File: src/rtl/multiword_add_sequencer.sv
// Sequential multi-precision adder: consumes operand word pairs LS-word first,
// chains the carry between words, and streams one registered sum word per input word.
module multiword_add_sequencer #(
  parameter int WIDTH     = 16,
  parameter int MAX_WORDS = 4,
  localparam int CW       = $clog2(MAX_WORDS + 1)
) (
  input  logic             clk,
  input  logic             rst_n,
  input  logic             start,
  input  logic [CW-1:0]    num_words,
  input  logic             cin,
  input  logic             abort,
  input  logic             in_valid,
  output logic             in_ready,
  input  logic [WIDTH-1:0] a_word,
  input  logic [WIDTH-1:0] b_word,
  output logic             out_valid,
  input  logic             out_ready,
  output logic [WIDTH-1:0] sum_word,
  output logic             out_last,
  output logic             busy,
  output logic             done,
  output logic             cout,
  output logic             ovf,
  output logic             err,
  output logic [1:0]       dbg_state
);

  // Handshakes: a transfer happens on a rising edge where valid && ready are both high.
  // The producer holds data stable while valid && !ready; ready never waits on valid.

  typedef enum logic [1:0] {
    S_IDLE  = 2'd0,
    S_RUN   = 2'd1,
    S_DRAIN = 2'd2
  } state_t;

  state_t          state, state_next;
  logic            carry;
  logic [CW-1:0]   count;
  logic [CW-1:0]   nw_q;
  logic            accept;
  logic            consume;
  logic            nw_legal;
  logic            start_ok;
  logic            start_bad;
  logic            is_last;
  logic [WIDTH:0]  full;

  assign in_ready  = (state == S_RUN) && (!out_valid || out_ready);
  assign accept    = in_valid && in_ready;
  assign consume   = out_valid && out_ready;
  assign nw_legal  = (num_words != '0) && (num_words <= CW'(MAX_WORDS));
  assign start_ok  = (state == S_IDLE) && start && nw_legal;
  assign start_bad = (state == S_IDLE) && start && !nw_legal;
  assign is_last   = (count == nw_q - CW'(1));
  assign full      = {1'b0, a_word} + {1'b0, b_word} + {{WIDTH{1'b0}}, carry};
  assign busy      = (state != S_IDLE);
  assign dbg_state = state;

  always_comb begin
    state_next = state;
    if (abort) begin
      state_next = S_IDLE;
    end else begin
      case (state)
        S_IDLE:  if (start_ok) state_next = S_RUN;
        S_RUN:   if (accept && is_last) state_next = S_DRAIN;
        S_DRAIN: if (consume) state_next = S_IDLE;
        default: state_next = S_IDLE;
      endcase
    end
  end

  always_ff @(posedge clk or negedge rst_n) begin
    if (!rst_n) state <= S_IDLE;
    else        state <= state_next;
  end

  // Datapath and output register; abort wins over any same-cycle accept or drain.
  always_ff @(posedge clk or negedge rst_n) begin
    if (!rst_n) begin
      carry     <= 1'b0;
      count     <= '0;
      nw_q      <= '0;
      sum_word  <= '0;
      out_valid <= 1'b0;
      out_last  <= 1'b0;
      done      <= 1'b0;
      err       <= 1'b0;
      cout      <= 1'b0;
      ovf       <= 1'b0;
    end else begin
      done <= 1'b0;
      err  <= 1'b0;
      if (abort) begin
        out_valid <= 1'b0;
        out_last  <= 1'b0;
        carry     <= 1'b0;
        count     <= '0;
      end else begin
        case (state)
          S_IDLE: begin
            if (start_ok) begin
              nw_q  <= num_words;
              carry <= cin;
              count <= '0;
              cout  <= 1'b0;
              ovf   <= 1'b0;
            end else if (start_bad) begin
              err <= 1'b1;
            end
          end
          S_RUN: begin
            if (accept) begin
              sum_word  <= full[WIDTH-1:0];
              carry     <= full[WIDTH];
              out_valid <= 1'b1;
              out_last  <= is_last;
              count     <= count + CW'(1);
              if (is_last) begin
                cout <= full[WIDTH];
                ovf  <= (a_word[WIDTH-1] == b_word[WIDTH-1]) &&
                        (full[WIDTH-1] != a_word[WIDTH-1]);
              end
            end else if (consume) begin
              out_valid <= 1'b0;
              out_last  <= 1'b0;
            end
          end
          S_DRAIN: begin
            if (consume) begin
              out_valid <= 1'b0;
              out_last  <= 1'b0;
              done      <= 1'b1;
            end
          end
          default: ;
        endcase
      end
    end
  end

endmodule

File: config.mk
export PLATFORM = sky130hd
export DESIGN_NAME = multiword_add_sequencer
export DESIGN_NICKNAME = d
export VERILOG_FILES = /design/src/rtl/multiword_add_sequencer.sv
export SDC_FILE = /design/constraint.sdc
export NUM_CORES = 1
export LEC_CHECK = 0
export ABC_AREA = 1
export BUFFER_PORTS_ARGS = -buffer_cell sky130_fd_sc_hd__buf_2
export CORE_MARGIN = 2
export CORE_UTILIZATION = 35
export CTS_CLUSTER_DIAMETER = 30
export DETAILED_ROUTE_END_ITERATION = 10
export GPL_TIMING_DRIVEN = 0
export HOLD_SLACK_MARGIN = 0.15
export PLACE_DENSITY = 0.61
export SETUP_SLACK_MARGIN = 0.15
export SLEW_MARGIN = 15
export SYNTH_ARGS = -nofsm -noshare
export SYNTH_HDL_FRONTEND = slang
export SYNTH_SLANG_ARGS = --single-unit
File: constraint.sdc
create_clock -name clk -period 3.9 [get_ports clk]
set_input_delay 0.585 -clock clk [delete_from_list [all_inputs] [get_ports clk]]
set_output_delay 0.585 -clock clk [all_outputs]
set_load 0.01 [all_outputs]
==> results.yml <==
global_route:
  grt_pass1_vias: 2104
  grt_pass1_wl_mm: 9.259
  grt_overflow: 0
  gr-usage-all-layers_pct: 15.86
  grt_antenna_before_repair: 0
  grt_max_degree: 32
critical_path:
  worstPathArrival_ns: 2.21
  worstPathRequired_ns: 4.11
  crit_type: "input pin to flip-flop"
  r2r-end: "sum_word[8]"
  cp_max_fo: 4
  cp-end-kind: "flip-flop"
  reg2reg_depth: 11
  regToRegSetupSlack_ns: 1.92
  critPathLaunchType: "input pin"
  r2r-start: "carry"
placement:
  dpl_worst_slack_ns: 1.599
  portBuffers: 66
  placed_area_sq_um: 2681
  gp_congestion: 0.8677
  dp.final_hpwl_mm: 4.301
layout:
  nets: 442
  layout.cells.most_common: "nand2_1"
  final_area_sq_um: 2769
  num_antenna_cells: 0
  area_growth_syn_to_layout_pct: 22.81
  drive_gt1_share_pct: 22.83
  fillCellCount: 683
  most-common-layout-cells: "nand2_1, buf_2, inv_1"
sta:
  hold_viol: 0
  timing.final.ws_setup_ns: 1.903
  rsz0062_at_grt: "false"
  setup_viol: 0
  finalCriticalPeriod_ns: 1.997
  fin_tns_setup_ns: 0
  slew_headroom_pct: 52.47
  skew_ns: 0.003516
  finalCritPeriodShare_pct: 51.20
  slew_viol_final: 0
  tightestPinTransition_ns: 0.7129
  timing.fmax_ghz: 0.5008
die:
  coreArea_sq_um: 6277
  dieArea_sq_um: 7100
  die_h_um: 84.26
  fp-row-count: 29
  chipWidth_um: 84.26
  ios: 68
  initial_utilization_pct: 35.92
drt:
  ant_nets: 0
  drt-wirelength-per-cell_um: 11.44
  dr_wl_met3_um: 246
  firstDrtPassIters: 4
  wl_met2_mm: 2.414
  wl_met1_mm: 2.513
  vias: 2171
  postRouteWirelength_mm: 5.241
  drtIter0Drc: 52
  drc: 0
  avgViaCountPerCell: 4.740
  routed.top_layer: "met4"
synth:
  ys_warn_count: 0
  synth_area_sq_um: 2255
  ys_seq_area_share_pct: 34.41
  synth_top_cell_area_share_pct: 34.41
  syn_area_per_cell_sq_um: 7.320
  synth_nets: 369
  ys_ff_latch: 31
  synth_cells: 308
  ys_top_cells_by_area: "dfrtp_1, nand2_1, ha_1"
  yosysTopAreaCell: "dfrtp_1"
  synth_cell_types: 34
pwr:
  power_density_nw_per_um2: 425.9
  leakage_nw: 1.538
  peakVddDrop_uv: 154.9
clock_tree:
  cts-root-buf: "clkbuf_8"
  cts_buffers: 5
  post_cts_buffers: 0
  clk_pin_slew_ns: 0.07
  cts_resized: 0
  cts_max_level: 2
  clk_path_buf_depth: 2
  holdBufCountCts: 0
  cts_tree: "yes"
  clock_sinks: 31
  clock_latency_ns: 0.28
status:
  status: "finished clean"
hold_path:
  holdCritPathClass: "input pin to asynchronous set/reset pin"
job:
  max_cap_violations: 0
[critical path, cell delays in order]
cell	delay, ns
buf_2	0.07
inv_1	0.04
fa_1	0.40
inv_1	0.09
fa_1	0.24
nand3_1	0.08
nand2_1	0.13
nand3_1	0.08
nand2_1	0.13
nand3b_1	0.09
nand2_1	0.08
nand2_1	0.07
a21oi_1	0.13
[flip-flops by register name, indices dropped and copies added (netlist names), 2 cells and up]
| signal | cells |
|---|---|
| sum_word | 16 |
| count | 3 |
| nw_q | 3 |
| dbg_state | 2 |
[layer usage]
| metal | track usage, % | up-vias |
|---|---|---|
| li1 | - | 1155 |
| met1 | 20.75 | 961 |
| met5 | 0 | - |
| met2 | 26.55 | 49 |
| met3 | 3.048 | 6 |
| met4 | 4.839 | 0 |
[where the power goes]
part | internal, W | switching (W)
clock | 0.000138 | 0.000117
combinational | 0.000196 | 0.000259
sequential | 0.000413 | 0.0000557
total | 0.000747 | 0.000432
[metrics by stage]
step	std cells	hold slack (ns)	total power, W	util, %
4_1_cts	458	0.3903	0.001197	44.11
3_5_place_dp	451	0.4721	0.0009354	42.71
2_1_floorplan	308	0.2894	0.0007593	-
6_report	458	0.3552	0.001179	44.11
5_1_grt	458	0.4205	0.001273	44.11
3_3_place_gp	451	0.4663	0.0009280	42.71
[final cells by class]
class,count,area [sq um],area share [%]
Multi-Input combinational cell,237,1318,47.58
Buffer,4,26.28,0.9489
Timing Repair Buffer,66,330.3,11.93
Clock buffer,6,82.58,2.982
Sequential cell,31,775.7,28.02
Tap cell,77,96.34,3.479
Inverter,36,135.1,4.880
Clock inverter,1,5.005,0.1807
[kinds of logic after synthesis]
group                      Yosys count  share of synthesized area (%)
adders and majority gates           19                          11.21
xor gates and xnor gates            11                          4.273
buffers and inverters               40                          7.158
and+or+nand+nor                    160                          31.08
AOI/OAI and AO/OA                   47                          11.88
DFF                                 31                          34.41
[synthesized netlist by cell type, drive strengths merged]
cell,n
a32o,1
xor2,3
o31ai,2
or2,4
xnor2,8
buf,4
dfrtp,31
o21ai,18
a21o,1
a22o,1
a31oi,5
ha,17
nor4,2
nand2,93
nand3b,4
o21a,1
nand4,1
o21bai,2
fa,2
a21oi,15
a22oi,1
inv,36
nor2,29
nor3,2
nand3,25
[worst max-delay path by stage]
stage | startpoint | end | slack (ns)
floorplan | a_word[0] | sum_word[8] | 1.84
global placement | a_word[0] | sum_word[8] | 1.61
detailed placement | a_word[0] | carry | 1.60
CTS | a_word[0] | carry | 1.89
global route | a_word[0] | sum_word[14] | 1.68
finish | a_word[0] | carry | 1.90
(Power assumes the default switching activity.)
